`src/rtl/u712_pkg.sv`:
```
// U712 shared definitions: capture FSM states, DMA timeout default,
// C7 phase saturation and the synchronized control bundle.
package u712_pkg;

  typedef enum logic [2:0] {
    S_IDLE    = 3'd0,
    S_ROW     = 3'd1,
    S_REQ     = 3'd2,
    S_BUSY    = 3'd3,
    S_RELEASE = 3'd4
  } state_t;

  localparam int ACK_TIMEOUT_DEF = 40;
  localparam logic [3:0] C7_SAT = 4'd15;

  typedef struct packed {
    logic ras0;
    logic ras1;
    logic casl;
    logic casu;
    logic awe;
    logic clk7;
  } ctl_t;

  // Idle level of each control bit, same order as ctl_t
  localparam logic [5:0] CTL_RST = 6'b111110;

  function automatic logic [3:0] c7_next(input logic [3:0] p);
    return (p == C7_SAT) ? C7_SAT : p + 4'd1;
  endfunction

endpackage

```
`src/rtl/u712_sync2.sv`:
```
// Two-flop synchronizer for one asynchronous bit into CLK80,
// reset to the bit's idle level.
module u712_sync2 #(
  parameter logic RST_VAL = 1'b1
) (
  input  logic clk,
  input  logic rst,
  input  logic d,
  output logic q
);

  logic meta_q, meta_d;
  logic sync_q, sync_d;

  always_comb begin
    meta_d = d;
    sync_d = meta_q;
  end

  always_ff @(posedge clk or posedge rst) begin
    if (rst) begin
      meta_q <= RST_VAL;
      sync_q <= RST_VAL;
    end else begin
      meta_q <= meta_d;
      sync_q <= sync_d;
    end
  end

  assign q = sync_q;

endmodule

```
`src/rtl/u712_agnus_capture.sv`:
```
// Agnus DMA capture: watches Agnus RAS/CAS/DRA and turns each
// chip RAM access into a DMA request on the CLK80 domain.
module u712_agnus_capture
  import u712_pkg::*;
#(
  parameter int ACK_TIMEOUT = ACK_TIMEOUT_DEF
) (
  input  logic       CLK80,
  input  logic       RESET,
  input  logic       nRAS0,
  input  logic       nRAS1,
  input  logic       nCASL,
  input  logic       nCASU,
  input  logic       nAWE,
  input  logic       CLK7,
  input  logic [9:0] DRA,
  input  logic       DMA_ACK,
  input  logic       DMA_DONE,
  output logic       DMA_REQ,
  output logic       RAS_PENDING,
  output logic       AGNUS_REFRESH,
  output logic [9:0] DMA_ROW,
  output logic [8:0] DMA_COL,
  output logic       DMA_LOWBYTE,
  output logic       DMA_WRITE,
  output logic       DMA_ABORT,
  output logic       DMA_OVERRUN,
  output logic [3:0] C7_PHASE
);

  localparam int CW = $clog2(ACK_TIMEOUT + 1);
  localparam logic [CW-1:0] TO_LAST = CW'(ACK_TIMEOUT - 1);
  localparam logic [4:0] HIST_RST = 5'b11110;

  logic [5:0] raw_v;
  logic [5:0] sync_v;
  ctl_t       s;

  assign raw_v = {nRAS0, nRAS1, nCASL, nCASU, nAWE, CLK7};

  for (genvar i = 0; i < 6; i++) begin : g_sync
    u712_sync2 #(
      .RST_VAL(CTL_RST[i])
    ) u_sync (
      .clk(CLK80),
      .rst(RESET),
      .d  (raw_v[i]),
      .q  (sync_v[i])
    );
  end

  assign s = ctl_t'(sync_v);

  state_t         state_q, state_d;
  logic [4:0]     hist_q, hist_d;
  logic [9:0]     dra1_q, dra1_d;
  logic [9:0]     dra2_q, dra2_d;
  logic [9:0]     row_q, row_d;
  logic [8:0]     col_q, col_d;
  logic           lb_q, lb_d;
  logic           wr_q, wr_d;
  logic [CW-1:0]  cnt_q, cnt_d;
  logic           abort_q, abort_d;
  logic           ovr_q, ovr_d;
  logic           refresh_q, refresh_d;
  logic [3:0]     c7_q, c7_d;

  logic h_ras0, h_ras1, h_casl, h_casu, h_clk7;
  assign {h_ras0, h_ras1, h_casl, h_casu, h_clk7} = hist_q;

  logic ras0_lo2, ras1_lo2;
  logic ras_valid, refresh_valid, cas_valid;
  logic ras_off, all_high, c7_rise;

  // Qualifiers need two consecutive synchronized samples
  always_comb begin
    ras0_lo2      = ~s.ras0 & ~h_ras0;
    ras1_lo2      = ~s.ras1 & ~h_ras1;
    ras_valid     = (ras0_lo2 & s.ras1 & h_ras1)
                  | (ras1_lo2 & s.ras0 & h_ras0);
    refresh_valid = ras0_lo2 & ras1_lo2;
    cas_valid     = (~s.casl & ~h_casl) | (~s.casu & ~h_casu);
    ras_off       = s.ras0 & s.ras1;
    all_high      = ras_off & s.casl & s.casu;
    c7_rise       = s.clk7 & ~h_clk7;
  end

  always_ff @(posedge CLK80 or posedge RESET) begin
    if (RESET) begin
      state_q <= S_IDLE;
    end else begin
      state_q <= state_d;
    end
  end

  always_comb begin
    state_d = state_q;
    row_d   = row_q;
    col_d   = col_q;
    lb_d    = lb_q;
    wr_d    = wr_q;
    cnt_d   = '0;
    abort_d = 1'b0;
    ovr_d   = ovr_q;
    unique case (state_q)
      S_IDLE: begin
        if (ras_valid) begin
          state_d = S_ROW;
          row_d   = {s.ras0, dra2_q[8:0]};
        end
      end
      S_ROW: begin
        if (ras_off) begin
          abort_d = 1'b1;
          state_d = S_IDLE;
        end else if (cas_valid) begin
          state_d = S_REQ;
          col_d   = dra2_q[9:1];
          lb_d    = dra2_q[0];
          wr_d    = ~s.awe;
        end
      end
      S_REQ: begin
        if (DMA_ACK) begin
          state_d = S_BUSY;
        end else if (ras_off) begin
          abort_d = 1'b1;
          state_d = S_IDLE;
        end else if (cnt_q == TO_LAST) begin
          ovr_d   = 1'b1;
          state_d = S_RELEASE;
        end else begin
          cnt_d = cnt_q + CW'(1);
        end
      end
      S_BUSY: begin
        if (DMA_DONE) begin
          state_d = S_RELEASE;
        end
      end
      S_RELEASE: begin
        if (all_high) begin
          state_d = S_IDLE;
        end
      end
      default: state_d = S_IDLE;
    endcase
  end

  always_comb begin
    DMA_REQ     = 1'b0;
    RAS_PENDING = 1'b0;
    unique case (state_q)
      S_ROW, S_BUSY: RAS_PENDING = 1'b1;
      S_REQ: begin
        DMA_REQ     = 1'b1;
        RAS_PENDING = 1'b1;
      end
      default: ;
    endcase
  end

  // DRA is delayed to line up with the synchronized strobes
  always_comb begin
    hist_d    = {s.ras0, s.ras1, s.casl, s.casu, s.clk7};
    dra1_d    = DRA;
    dra2_d    = dra1_q;
    refresh_d = refresh_valid;
    c7_d      = c7_rise ? 4'd0 : c7_next(c7_q);
  end

  always_ff @(posedge CLK80 or posedge RESET) begin
    if (RESET) begin
      hist_q    <= HIST_RST;
      dra1_q    <= '0;
      dra2_q    <= '0;
      row_q     <= '0;
      col_q     <= '0;
      lb_q      <= 1'b0;
      wr_q      <= 1'b0;
      cnt_q     <= '0;
      abort_q   <= 1'b0;
      ovr_q     <= 1'b0;
      refresh_q <= 1'b0;
      c7_q      <= '0;
    end else begin
      hist_q    <= hist_d;
      dra1_q    <= dra1_d;
      dra2_q    <= dra2_d;
      row_q     <= row_d;
      col_q     <= col_d;
      lb_q      <= lb_d;
      wr_q      <= wr_d;
      cnt_q     <= cnt_d;
      abort_q   <= abort_d;
      ovr_q     <= ovr_d;
      refresh_q <= refresh_d;
      c7_q      <= c7_d;
    end
  end

  assign AGNUS_REFRESH = refresh_q;
  assign DMA_ROW       = row_q;
  assign DMA_COL       = col_q;
  assign DMA_LOWBYTE   = lb_q;
  assign DMA_WRITE     = wr_q;
  assign DMA_ABORT     = abort_q;
  assign DMA_OVERRUN   = ovr_q;
  assign C7_PHASE      = c7_q;

endmodule
```
`config.mk`:
```
export PLATFORM = sky130hd
export DESIGN_NAME = u712_agnus_capture
export DESIGN_NICKNAME = d
export VERILOG_FILES = /design/src/rtl/u712_pkg.sv /design/src/rtl/u712_sync2.sv /design/src/rtl/u712_agnus_capture.sv
export SDC_FILE = /design/constraint.sdc
export NUM_CORES = 1
export LEC_CHECK = 0
export BUFFER_PORTS_ARGS = -buffer_cell sky130_fd_sc_hd__buf_2
export CAP_MARGIN = 20
export CELL_PAD_IN_SITES_DETAIL_PLACEMENT = 1
export CELL_PAD_IN_SITES_GLOBAL_PLACEMENT = 1
export CORE_MARGIN = 2
export CORE_UTILIZATION = 30
export CTS_CLUSTER_DIAMETER = 60
export DETAILED_ROUTE_END_ITERATION = 6
export GPL_ROUTABILITY_DRIVEN = 0
export HOLD_SLACK_MARGIN = 0.02
export PLACE_DENSITY = 0.57
export SLEW_MARGIN = 10
export SYNTH_ARGS = -nofsm -noshare
export SYNTH_HDL_FRONTEND = slang
export SYNTH_SLANG_ARGS = --single-unit
```
`constraint.sdc`:
```
create_clock -name CLK80 -period 2.76 [get_ports CLK80]
set_input_delay 0.138 -clock CLK80 [delete_from_list [all_inputs] [get_ports CLK80]]
set_output_delay 0.138 -clock CLK80 [all_outputs]
set_load 0.02 [all_outputs]
```
-- Word level (Yosys, flattened, before mapping)
Cells that the tools add are included.
- eq/ne operators: 11
- bitwise logic cells: 27
- reductions and logical operators: 6
- $add $sub $neg: 2
- multiplexer cells: 20
- operator list (operator ; count):
    2-to-1 mux 3 bit ; 8
    2-to-1 mux 6 bit ; 4
    one-hot mux 3 bit (5 select lines) ; 1
    bitwise AND 1 bit ; 13
    inverter 1 bit ; 12
    2-to-1 mux 4 bit ; 2
    adder 6 x 1 -> 6 bit, second input constant ; 1
    equality test 3 x 2 -> 1 bit, second input constant ; 2
    equality test 6 bit, second input constant ; 1
    != test 2 bit, second input constant ; 3
    AND reduction 5 bit ; 1
    adder 4 x 1 -> 4 bit, second input constant ; 1
    equality test 4 bit, second input constant ; 1
    2-to-1 mux 1 bit ; 4
    != test 4 bit, second input constant ; 1
    AND reduction 4 bit ; 1
    equality test 3 x 1 -> 1 bit, second input constant ; 1
    equality test 3 bit, second input constant ; 1
    logical NOT 3 bit ; 1
    != test 3 bit, second input constant ; 1
    AND reduction 3 bit ; 1
    OR reduction 3 bit ; 1
    OR 1 bit ; 2
    one-hot mux 1 bit (2 select lines) ; 1
    AND reduction 2 bit ; 1
- register bits after elaboration: 74
- logic and storage cells: 91
- input port bits: 20
- output and inout port bits: 30

-- Depth between registers and ports, before layout
Gate-level depths: netlist of the first run.
- depth in word-level cells: 7
- mapped depth: 7
- mapped depth without buffers: 6

-- Modules after synthesis
A second synthesis of the first run with hierarchy kept.
- cell total of the unflattened synthesis: 174
- area total of the unflattened synthesis: 2596.2 µm²
- by module, submodules not included (module ; times used ; area an instance (µm²) ; sequential area each (µm²) ; cells each):
    u712_agnus_capture ; 1 ; 2260.9 ; 1556.5 ; 156
    u712_sync2 at g_sync[1].u_sync ... ; 5 ; 56.3 ; 52.6 ; 3
    u712_sync2 at g_sync[0].u_sync ; 1 ; 53.8 ; 50.0 ; 3

-- Worst setup path before layout of the first run
OpenSTA, ideal clock, no wires.
- path type: register to register
- from: register state_q[2]
- to: register state_q[0]
- data required time: 2635 ps
- path slack: 956 ps
- clock period less this slack: 1804 ps
- setup time: 125 ps
- buffers on the path: 1
- cell stages (with the launch flop): 7
- data arrival time: 1679 ps
- cells stage by stage: dfrtp_1 -> buf_6 -> nor3b_4 -> nand2_2 -> or2_4 -> and4_4 -> mux2_4
- cells in the longest elaborated chain, start to end: 3
- elaborated cells on any way between the ends: 12
- those cells by class: eq/ne (9); mux (1); reduce/logical (2)
- RTL lines (item ; RTL line ; source):
    start, declared ; u712_agnus_capture.sv:54 ; state_t state_q, state_d;
    start signal, assigned ; u712_agnus_capture.sv:92 ; state_q <= state_d;
    equality test 3 x 2 -> 1 bit, or another cell as far along ; u712_agnus_capture.sv:105 ; unique case (state_q)
    != test 4 bit (no source line), or another cell as far along ; -- ;
    AND reduction 5 bit (no source line) ; -- ;
Parallel ways exist; a longest one is shown, timed or not.
A chain may end at the register's enable or synchronous reset.

-- Final worst setup path of the first run
- from: register state_q[0]
- to: register col_q[0] (netlist: DMA_COL[0])
- cells in the longest elaborated chain, start to end: 2
- RTL lines (item ; RTL line ; source):
    equality test 3 x 1 -> 1 bit ; u712_agnus_capture.sv:105 ;
    AND reduction 3 bit (no source line) ; -- ;
    end signal, assigned ; u712_agnus_capture.sv:191 ; col_q <= col_d;
    end, declared ; u712_agnus_capture.sv:59 ; logic [8:0] col_q, col_d;
No other way between the ends.

==> out/results.md, run 1 <==
## Status
* finished clean — status

## Logic synthesis
* 0.733 — fraction of the yosys area taken by sequential cells
* 36 — number of distinct library cells after synthesis
* 74 — synthesis-stage register bit count
* 0.0976 — area share of and/or/nand/nor cells after synthesis
* sky130_fd_sc_hd__dfrtp_1 — most used flip-flop cell after synthesis
* 166 — Post-Syn Instances
* 15.4 µm² — average footprint of a synthesized cell
* 188 — total nets after synthesis
* 0.0339 — Synth Area in Compound Gates
* 0.0981 — share of cell area taken by muxes after synthesis
* multiplexers — combinational family with the most area after synthesis
* 2550 µm² — area of the mapped netlist
* 1.00 — async set-or-reset flop fraction in the synthesized netlist
* 0.0137 — fraction of synthesized cell area in xor and xnor cells
* 0.00981 — adder-cell share of the synthesized area
* 0 — count of flip-flops with a built-in enable after synthesis
* 0 — warnings from Yosys

## Layout
* 28.9% — area growth from synthesis to layout
* 263 — number of nets at the end of the flow
* 0.400 — share of the core filled with cells in the final layout
* 0.439 — fraction of layout cells with a size suffix above 1
* 0 — final antenna diode count

## Power
* 3.24 mW — Design Power
* 0.384 mV — worst IR drop on VDD
* 1.51 nW — Leak Pwr
* 985 nW/µm² — power per standard cell area

## Detailed routing
* 14.1 µm — average routed wire per standard cell
* 2 — TritonRoute pass-1 iters
* 0 — antenna violation net count after detailed routing
* 0 — # DRC
* 4.42 — detail-routed via count per cell
* 42 — number of DRC markers after the initial detailed-route iteration
* 1550 — DR vias
* 4.94 mm — Routed Wire Length

## STA
* 0 — total of endpoints with negative setup slack in the final report
* 0 — Final Max Tran Viols
* 763 ps — final setup slack of the worst path
* 501 MHz — Fmax achieved
* 0.724 — final worst-path cycle share
* 561 ps — slew at the pin with the worst max-slew slack
* 135 ps — hold slack final
* false — RSZ-0062 raised after global routing
* 0 — final hold viol count
* 0.625 — Max transition margin
* 0 ps — total negative slack for setup checks
* 5.97 ps — Clock Skew
* 2000 ps — crit path time final

## Global route
* 0 — total congestion overflow after global routing
* 0.117 — all-layer global routing usage
* 1655 — vias in the first global route
* 7.96 mm — global-route wire length before repair
* 0 — initial antenna violation count
* 55 — largest net degree at the start of global routing

## Die
* 96.2 µm — die extent in x
* 0.310 — effective utilization at floorplan
* 33 — number of standard-cell rows in the floorplan
* 9250 µm² — overall die area
* 50 — count of pins on the block boundary
* 8220 µm² — placeable core area
* 96.2 µm — height of the die

## Worst setup path
* state_q[0] — critical path launch point
* 12 — critical-path maximum fanout
* 2980 ps — critical path data required time
* 2220 ps — arrival time of data at the critical path endpoint
* 520 ps — delay contributed by the slowest stage of the critical path
* nand2b_1 -> nor3b_1 -> nand2_1 -> mux2_2 — cell-by-cell listing of the critical path
* reg -> reg — category of the critical setup timing path
* state_q[0] — startpoint of the worst-slack reg-to-reg timing path
* sky130_fd_sc_hd__dfrtp_1 — Critical-path top delay cell
* register — nature of the critical path startpoint
* register — CP endpoint kind

## Placed design
* 3.32 mm — HPWL after detailed placement
* 711 ps — Worst Setup Slack post-DPL
* 49 — Port-buffer cells

## CTS
* built — CTS tree
* 0 — number of buffers added for setup after CTS
* 80 ps — clock-pin slew on the worst setup and hold paths
* 3 — Max H-tree Level
* 340 ps — clock latency on the worst-skew pair
* 2 — maximum count of clock buffers along a single path
* 9 — clock buffer count from CTS
* sky130_fd_sc_hd__clkbuf_8 — Clock Root Buffer
* 74 — TritonCTS sink count

## Job
* 0 — count of max-cap constraint violations

## Worst hold path
* in -> reg — Hold/Removal Path Class
* DMA_ACK — min-delay src

-- synthesized netlist by cell type (all sizes together), types with 2 or more instances --
cell    instances  area [µm²]
dfrtp          60        1500
mux2           21         240
nor2           15        56.3
dfstp          14         368
nand2           7        28.8
a21oi           4        20.0
nand2b          4        25.0
nand3           4        20.0
nor3            4        20.0
buf             3        23.8
inv             3        11.3
a211oi          2        15.0
a31o            2        17.5
a31oi           2        12.5
ha              2        25.0
nor3b           2        26.3
xnor2           2        17.5
xor2            2        17.5
-- timing repair --
action,CTS,global route
resized for setup,0,0
hold buffers,17,0
hold endpoints to repair,34,0
-- registers in the layout, summed over array words and instances, names as in the netlist --
| signal | count |
|---|---|
| dra1_q | 10 |
| hist_q | 5 |
| DMA_WRITE | 1 |
| DMA_COL | 9 |
| cnt_q | 6 |
| dra2_q | 10 |
| g_sync.u_sync.q | 6 |
| DMA_LOWBYTE | 1 |
| DMA_ROW | 10 |
| AGNUS_REFRESH | 1 |
| state_q | 3 |
| g_sync.u_sync.meta_q | 6 |
| DMA_ABORT | 1 |
| DMA_OVERRUN | 1 |
| C7_PHASE | 4 |
-- metal layers --
metal  wire (µm)  vias to the layer above  track usage  part of all wire
li1            -                      716            -                 -
met1        2240                      781        0.143              0.45
met2        2270                       41        0.184              0.46
met3         341                       12       0.0470             0.069
met4          94                        0       0.0500             0.019
met5           0                        -            0                 0
-- area by class of cell --
| class | instances | area (µm²) |
|---|---|---|
| clock buffer | 9 | 124 |
| timing repair buffer | 67 | 435 |
| multi-input combinational | 86 | 646 |
| sequential | 74 | 1870 |
| clock inverter | 7 | 70.1 |
| tap | 105 | 131 |
| fill | 869 | 4930 |
| inverter | 3 | 11.3 |
-- where the power goes --
part / total, mW / internal, mW / switching, mW
combinational: 0.929 / 0.403 / 0.526
sequential: 1.49 / 1.32 / 0.172
clock: 0.816 / 0.415 / 0.401
total: 3.24 / 2.14 / 1.10
-- final timing paths --
path                                      end  slack [ps]  cells after the start
setup / recovery                   DMA_COL[0]         760                      4
hold / removal                      DMA_ABORT         140                      4
setup reg to reg                   DMA_COL[0]         760                      4
hold reg to reg                     dra2_q[8]         350                      0
max in group asynchronous  g_sync[3].u_sync.q        1690                      4
min in group asynchronous         C7_PHASE[3]         370                      3
-- worst max-delay path: cells and delay by family (launching register included) --
kind | cells | cell delay, ps
AND/OR/NAND/NOR | 3 | 950
flip-flops | 1 | 520
multiplexers | 1 | 410
-- placed cells by master (no fill, tap or decap), drive strengths merged, types with 3 or more instances in the layout --
cell type and n:
a21oi 4, buf 50, clkbuf 9, clkinv 5, dfrtp 60, dfstp 14
dlygate4sd3 17, inv 3, mux2 21, nand2 7, nand2b 4, nand3 4
nor2 15, nor3 4
-- per-stage QoR --
step                      instances  cell area [µm²]
after global placement          318             2920
final                           351             3290
after global routing            351             3290
after floorplan                 166             2550
after detailed placement        318             2920
after CTS                       351             3290
-- logic make-up (layout without fill, tap and decap cells) --
group,after synthesis,in the layout
DFF,74,74
and+or+nand+nor,45,45
muxes,22,22
AOI/OAI and AO/OA,13,13
buffers and inverters,6,86
xor gates and xnor gates,4,4
adders and majority gates,2,2
Power figures use the tool's default switching activity.
==> run 2: changes to the inputs <==
Settings changed: ABC_AREA from default to 1, PLACE_DENSITY 0.57 to 0.62.
Clock period 2.76 ns to 1.8 ns, I/O delays scaled along.
==> run 2 against run 1 <==
  * Sequential power up 48%
  * Flip-flop and latch count unchanged
  * Synthesized area increased by 2.8%
  * Die area is 2.7% higher
  * Routed wire length grew 5.8%
  * Clock skew increased by 5.0 ps
  * Synthesized cell count is 40% higher
  * Count of clock-buffer cells in the layout rose by 1
  * Non-clock buffer count is 3 higher
  * First-iteration DRC count is 55% higher
  * Worst setup slack lost 360 ps
  * Combinational power increased by 51%
  * Largest cell class unchanged
==> out/results.md, run 2 <==
## Power
* 4.86 mW — Design Power, was 3.24 mW
* 0.496 mV — worst IR drop on VDD, was 0.384 mV
* 0.257 — power share of the clock group, was 0.252
* 1.72 nW — Leak Pwr, was 1.51 nW
* 1.71 mW — net switching power of the design, was 1.10 mW
* 3.15 mW — Internal, was 2.14 mW
* 0.288 — part of the total power dissipated in combinational logic, was 0.287
* 0.352 — switching share of total power, was 0.339
* 1430 nW/µm² — power per standard cell area, was 985 nW/µm²
* 0.455 — sequential share of power, was 0.461

## Logic synthesis
* 11.3 µm² — average footprint of a synthesized cell, was 15.4 µm²
* 0 — warnings from Yosys, unchanged
* 0.713 — fraction of the yosys area taken by sequential cells, was 0.733
* 74 — synthesis-stage register bit count, unchanged
* sky130_fd_sc_hd__dfrtp_1 (60), sky130_fd_sc_hd__nand2_1 (48), sky130_fd_sc_hd__inv_1 (31) — synth cell count leaders, was sky130_fd_sc_hd__dfrtp_1 (60), sky130_fd_sc_hd__mux2_2 (20), sky130_fd_sc_hd__nor2_1 (15)
* 0.573 — area share of the leading cell type in the synthesized netlist, was 0.589
* 25 — number of distinct library cells after synthesis, was 36
* 0 — count of flip-flops with a built-in enable after synthesis, unchanged
* 2620 µm² — area of the mapped netlist, was 2550 µm²
* 255 — total nets after synthesis, was 188
* sky130_fd_sc_hd__dfrtp_1 — leading area contributor after synthesis, unchanged
* 1.00 — async set-or-reset flop fraction in the synthesized netlist, unchanged
* sky130_fd_sc_hd__dfrtp_1 — most used flip-flop cell after synthesis, unchanged
* sky130_fd_sc_hd__dfrtp_1 — most common cell in the netlist, unchanged
* sky130_fd_sc_hd__dfrtp_1 (57%), sky130_fd_sc_hd__dfstp_2 (14%), sky130_fd_sc_hd__nand2_1 (6.9%) — top cells by area in the synthesized netlist, was sky130_fd_sc_hd__dfrtp_1 (59%), sky130_fd_sc_hd__dfstp_2 (14%), sky130_fd_sc_hd__mux2_2 (8.8%)
* 233 — Post-Syn Instances, was 166

## CTS
* 2 — maximum count of clock buffers along a single path, unchanged
* 74 — TritonCTS sink count, unchanged
* 330 ps — clock latency on the worst-skew pair, was 340 ps
* 17 — count of hold-fix buffers inserted at cts, unchanged
* 3 — Max H-tree Level, unchanged
* built — CTS tree, unchanged
* 70 ps — clock-pin slew on the worst setup and hold paths, was 80 ps
* 9 — clock buffer count from CTS, unchanged
* 0 — number of buffers added for setup after CTS, unchanged
* sky130_fd_sc_hd__clkbuf_8 — Clock Root Buffer, unchanged
* 0 — Resized cells post-CTS, unchanged

## Detailed routing
* 5.23 mm — Routed Wire Length, was 4.94 mm
* 4.25 — detail-routed via count per cell, was 4.42
* 4 — TritonRoute pass-1 iters, was 2
* 1795 — DR vias, was 1550
* 0 — # DRC, unchanged
* 0 — antenna violation net count after detailed routing, unchanged
* 12.4 µm — average routed wire per standard cell, was 14.1 µm
* 65 — number of DRC markers after the initial detailed-route iteration, was 42

## STA
* 557 ps — slew at the pin with the worst max-slew slack, was 561 ps
* 10.9 ps — Clock Skew, was 5.97 ps
* 0 — total of endpoints with negative setup slack in the final report, unchanged
* 1400 ps — crit path time final
* 0 — Final Max Tran Viols, unchanged
* 0.628 — Max transition margin, was 0.625
* 0 ps — total negative slack for setup checks, unchanged
* 0.776 — final worst-path cycle share
* false — RSZ-0062 raised after global routing, unchanged
* 57.2 ps — hold slack final, was 135 ps
* 716 MHz — Fmax achieved
* 0 — final hold viol count, unchanged

## Worst hold path
* DMA_ACK — min-delay src, unchanged
* in -> reg — Hold/Removal Path Class, unchanged
* DMA_ABORT — Worst Hold Path EP, unchanged
* 4 — worst hold path depth, unchanged

## Die
* 9510 µm² — overall die area, was 9250 µm²
* 34 — number of standard-cell rows in the floorplan, was 33
* 8590 µm² — placeable core area, was 8220 µm²
* 50 — count of pins on the block boundary, unchanged
* 97.5 µm — height of the die, was 96.2 µm
* 0.305 — effective utilization at floorplan, was 0.310
* 97.5 µm — die extent in x, was 96.2 µm

## Layout
* sky130_fd_sc_hd__dfrtp_1 (60), sky130_fd_sc_hd__buf_2 (49), sky130_fd_sc_hd__nand2_1 (48) — most used cells in the layout excluding fill and tap cells, was sky130_fd_sc_hd__dfrtp_1 (60), sky130_fd_sc_hd__buf_2 (49), sky130_fd_sc_hd__mux2_2 (20)
* 985 — filler cell count, was 869
* 0.315 — fraction of layout cells with a size suffix above 1, was 0.439
* 422 — filler-free cell count of the finished design, was 351
* 0 — final antenna diode count, unchanged
* 29.2% — area growth from synthesis to layout, was 28.9%
* sky130_fd_sc_hd__dfrtp_1 — leading cell type in the layout, fill and taps excluded, unchanged
* 332 — number of nets at the end of the flow, was 263

## Worst setup path
* sky130_fd_sc_hd__dfrtp_1 — Critical-path top delay cell, unchanged
* inv_2 -> nand3_2 -> inv_1 -> buf_2 — cell-by-cell listing of the critical path, was nand2b_1 -> nor3b_1 -> nand2_1 -> mux2_2
* 6 — critical-path maximum fanout, was 12
* flip-flops — cell family contributing the most delay on the critical path, was simple AND/OR/NAND/NOR gates
* 1310 ps — arrival time of data at the critical path endpoint, was 2220 ps
* reg -> out — category of the critical setup timing path, was reg -> reg
* 1710 ps — critical path data required time, was 2980 ps
* 460 ps — delay contributed by the slowest stage of the critical path, was 520 ps
* primary output — CP endpoint kind, was register
* 3 — Bufs and invs on worst path, was 0
* 10 — depth of the worst register-to-register path, was 4
* register — nature of the critical path startpoint, unchanged
* state_q[1] — R2R Path End, was DMA_COL[0]
* 420 ps — register-to-register setup slack, was 760 ps
* cnt_q[0] — startpoint of the worst-slack reg-to-reg timing path, was state_q[0]

## Placed design
* 3.75 mm — HPWL after detailed placement, was 3.32 mm
* 390 — Post-Place Cells, was 318
* 49 — Port-buffer cells, unchanged

## Global route
* 0 — total congestion overflow after global routing, unchanged
* 1932 — vias in the first global route, was 1655
* 0.120 — all-layer global routing usage, was 0.117
* 0 — initial antenna violation count, unchanged
* 9.05 mm — global-route wire length before repair, was 7.96 mm
* 36 — largest net degree at the start of global routing, was 55

## Status
* finished clean — status, unchanged

## Job
* 0 — count of max-cap constraint violations, unchanged

==> run 2: cell count changes after synthesis, sizes merged, moves of 2 or more <==
cell,previous run,this run
inv,3,34
a31o,2,0
nor3,4,1
nand2b,4,0
o21ai,1,25
xnor2,2,0
a21oi,4,7
a31oi,2,0
nand3,4,9
nand2,7,55
mux2,21,0
==> run 2: tightest hold or removal path, delay by kind of cell <==
| kind | cells | cell delay (ps) |
|---|---|---|
| buffers and inverters | 2 | 140 |
| AND/OR/NAND/NOR | 1 | 70 |
| AO/OA/AOI/OAI | 1 | 60 |
==> run 2: cells by family after synthesis <==
logic type,Yosys count,share of synthesized area
and+or+nand+nor,83,0.148
buffers and inverters,38,0.0573
AOI/OAI and AO/OA,35,0.0692
DFF,74,0.713
xor gates and xnor gates,1,0.00334
adders and majority gates,2,0.00954
==> run 2: final cells by class <==
cell class              count  area, µm²  area share
clock buffers              10        138      0.0406
clock inverters             5       55.1      0.0162
inverters                  34        131      0.0388
multi-input cells         121        603       0.178
flip-flops and latches     74       1870       0.551
well taps                 108        135      0.0399
repair buffers             70        458       0.135
==> run 2: worst max path at each step <==
| stage | cells past startpoint | from | endpoint |
|---|---|---|---|
| 2_1_floorplan | 9 | g_sync[4].u_sync.q | state_q[1] |
| 3_3_place_gp | 7 | g_sync[3].u_sync.q | DMA_COL[0] |
| 3_5_place_dp | 9 | g_sync[4].u_sync.q | state_q[1] |
| 4_1_cts | 4 | state_q[0] | DMA_REQ |
| 5_1_grt | 10 | cnt_q[0] | state_q[0] |
| 6_report | 4 | state_q[0] | DMA_REQ |
==> run 2: power by group through the flow <==
stage	logic, mW	clock network [mW]	registers (mW)
after detailed placement	1.40	0	2.26
after global placement	1.36	0	2.24
after floorplan	0.610	0	2.53
final	1.40	1.25	2.21
after CTS	1.43	1.30	2.22
after global routing	1.57	1.37	2.26
==> run 2: per-stage QoR <==
step	worst slack, ps	instance area, µm²	utilization
after floorplan	576	2630	-
after global placement	491	3030	0.352
after detailed placement	416	3030	0.352
after CTS	388	3390	0.394
after global routing	245	3390	0.394
final	404	3390	0.394
==> run 2: per-layer routing <==
metal,vias to the layer above,share of wire,global-route usage
li1,879,-,-
met2,30,0.50,0.202
met3,8,0.035,0.0331
met4,0,0.019,0.0556
met1,878,0.45,0.143
met5,-,0,0
==> run 3: changes to the inputs <==
Clock period 1.8 ns to 1.15 ns, I/O delays scaled along.
==> run 3 against run 2 <==
  * The flow now finishes with violations (setup timing)
  * Die area unchanged
  * Via count rose by 11%
  * Critical path depth increased by 3
  * Design area is 19% higher
  * Sequential power grew 59%
  * Global-route usage up 1.6 points
  * Power grew 73%
  * Non-clock buffer count rose by 35
  * Count of clock-buffer cells in the layout up 3
  * Critical endpoint is now DMA_COL[5]
==> out/results.md, run 3 (synthesized netlist as in run 2, its figures left out) <==
## Status
* complete, but fails checks — status, was finished clean
* setup timing — failing checks

## STA
* 0 — final hold viol count, unchanged
* 1350 ps — crit path time final
* 741 MHz — Fmax achieved
* true — RSZ-0062 raised after global routing, was false
* 0.818 — Max transition margin, was 0.628
* 67.2 ps — hold slack final, was 57.2 ps
* 8.31 ps — Clock Skew, was 10.9 ps
* -200 ps — final setup slack of the worst path, was 404 ps
* 32 — total of endpoints with negative setup slack in the final report, was 0
* 273 ps — slew at the pin with the worst max-slew slack, was 557 ps
* 1.17 — final worst-path cycle share
* 0 — Final Max Tran Viols, unchanged

## CTS
* sky130_fd_sc_hd__clkbuf_8 — Clock Root Buffer, unchanged
* 2 — maximum count of clock buffers along a single path, unchanged
* 70 ps — clock-pin slew on the worst setup and hold paths, about the same
* 3 — Max H-tree Level, unchanged
* built — CTS tree, unchanged
* 9 — clock buffer count from CTS, unchanged
* 350 ps — clock latency on the worst-skew pair, was 330 ps
* 74 — TritonCTS sink count, unchanged

## Worst setup path
* reg -> reg — category of the critical setup timing path, was reg -> out
* 1390 ps — critical path data required time, was 1710 ps
* register — CP endpoint kind, was primary output
* 7 — depth of the worst register-to-register path, was 10
* -200 ps — register-to-register setup slack, was 420 ps
* register — nature of the critical path startpoint, unchanged
* state_q[1] — startpoint of the worst-slack reg-to-reg timing path, was cnt_q[0]
* DMA_COL[5] — R2R Path End, was state_q[1]
* 1590 ps — arrival time of data at the critical path endpoint, was 1310 ps
* 5 — critical-path maximum fanout, was 6

## Global route
* 0.136 — all-layer global routing usage, was 0.120
* 0 — initial antenna violation count, unchanged
* 52 — largest net degree at the start of global routing, was 36
* 2155 — vias in the first global route, was 1932
* 9.94 mm — global-route wire length before repair, was 9.05 mm
* 0 — total congestion overflow after global routing, unchanged

## Die
* 8590 µm² — placeable core area, unchanged
* 0.305 — effective utilization at floorplan, unchanged
* 9510 µm² — overall die area, unchanged
* 50 — count of pins on the block boundary, unchanged
* 97.5 µm — die extent in x, unchanged
* 34 — number of standard-cell rows in the floorplan, unchanged
* 97.5 µm — height of the die, unchanged

## Layout
* 4030 µm² — post-route cell area, was 3390 µm²
* 458 — filler-free cell count of the finished design, was 422
* 367 — number of nets at the end of the flow, was 332
* sky130_fd_sc_hd__dfrtp_1 (59), sky130_fd_sc_hd__buf_2 (47), sky130_fd_sc_hd__nand2_1 (27) — most used cells in the layout excluding fill and tap cells, was sky130_fd_sc_hd__dfrtp_1 (60), sky130_fd_sc_hd__buf_2 (49), sky130_fd_sc_hd__nand2_1 (48)
* 0.546 — fraction of layout cells with a size suffix above 1, was 0.315
* sky130_fd_sc_hd__dfrtp_1 — leading cell type in the layout, fill and taps excluded, unchanged
* 0 — final antenna diode count, unchanged
* 53.8% — area growth from synthesis to layout, was 29.2%

## Job
* 0 — count of max-cap constraint violations, unchanged

## Worst hold path
* DMA_ACK — min-delay src, unchanged
* 4 — worst hold path depth, unchanged
* in -> reg — Hold/Removal Path Class, unchanged
* DMA_ABORT — Worst Hold Path EP, unchanged

## Detailed routing
* 4 — TritonRoute pass-1 iters, unchanged
* 0 — # DRC, unchanged
* 4.36 — detail-routed via count per cell, was 4.25
* 1996 — DR vias, was 1795
* 11 — number of DRC markers after the initial detailed-route iteration, was 65
* 0 — antenna violation net count after detailed routing, unchanged
* 13.7 µm — average routed wire per standard cell, was 12.4 µm
* 6.28 mm — Routed Wire Length, was 5.23 mm

## Placed design
* 49 — Port-buffer cells, unchanged
* -175 ps — Worst Setup Slack post-DPL, was 416 ps
* 3.88 mm — HPWL after detailed placement, was 3.75 mm
* 407 — Post-Place Cells, was 390
* 3190 µm² — area of placed instances, was 3030 µm²

## Power
* 0.600 mV — worst IR drop on VDD, was 0.496 mV
* 2080 nW/µm² — power per standard cell area, was 1430 nW/µm²
* 1.97 nW — Leak Pwr, was 1.72 nW

## run 3: cell types whose count changed in the layout (fill, tap and decap cells not counted), moves of 5 or more
cell / delta
sky130_fd_sc_hd__inv_1: -7
sky130_fd_sc_hd__o21ai_2: +11
sky130_fd_sc_hd__nand2_4: +13
sky130_fd_sc_hd__buf_4: +23
sky130_fd_sc_hd__nor2_4: +6
sky130_fd_sc_hd__nor2_1: -7
sky130_fd_sc_hd__o21ai_1: -9
sky130_fd_sc_hd__buf_6: +9
sky130_fd_sc_hd__inv_2: +5
sky130_fd_sc_hd__nand2_1: -21
sky130_fd_sc_hd__nand2_2: +8
## run 3: where the power goes
part	total, mW	switching (mW)	internal (mW)
logic	3.13	1.78	1.35
clock network	1.75	0.908	0.837
registers	3.52	0.388	3.14
total	8.40	3.08	5.32
## run 3: through the flow
step / utilization / TNS (ps) / power, mW
finish: 0.469 / -4460 / 8.40
global route: 0.469 / -6750 / 8.93
CTS: 0.436 / -3730 / 8.06
detailed placement: 0.371 / -3030 / 5.88
global placement: 0.371 / -2090 / 5.78
floorplan: - / -139 / 4.92
## run 3: how the worst max path moves through the flow
| stage | start | endpoint | slack, ps | cells past startpoint |
|---|---|---|---|---|
| finish | state_q[1] | DMA_COL[5] | -200 | 7 |
| global placement | cnt_q[0] | state_q[1] | -150 | 10 |
| global route | state_q[1] | DMA_COL[5] | -270 | 7 |
| floorplan | g_sync[5].u_sync.q | state_q[1] | -50 | 9 |
| detailed placement | g_sync[5].u_sync.q | DMA_ROW[4] | -180 | 7 |
| CTS | state_q[0] | DMA_REQ | -180 | 5 |
## run 3: timing repair
action,in CTS,in global routing
cloned,1,3
setup buffers,11,5
resized for setup,43,49
hold buffers,17,0
hold endpoints to repair,79,0
endpoints found under the setup margin,33,35
pin swaps,10,14
## run 3: cell type report
cell class / count / area (µm²)
Multi-Input combinational cell: 121 / 885
Clock inverter: 3 / 17.5
Tap cell: 108 / 135
Fill cell: 939 / 4560
Timing Repair Buffer: 105 / 840
Clock buffer: 13 / 149
Inverter: 34 / 136
Sequential cell: 74 / 1870
## run 3: layer usage
layer  global-route usage  routed length [µm]  vias to the layer above
li1                     -                   -                      955
met1                0.147                2490                      994
met2                0.237                3430                       36
met3               0.0424                 216                       11
met4               0.0737                 139                        0
met5                    0                   0                        -
## run 3: critical path, cell delays in order, from the launching register on
cell	delay (ps)
sky130_fd_sc_hd__dfrtp_2	440
sky130_fd_sc_hd__buf_6	130
sky130_fd_sc_hd__nor2_4	120
sky130_fd_sc_hd__nand4_1	120
sky130_fd_sc_hd__buf_6	160
sky130_fd_sc_hd__clkbuf_16	160
sky130_fd_sc_hd__nand2_1	50
sky130_fd_sc_hd__o21ai_1	50
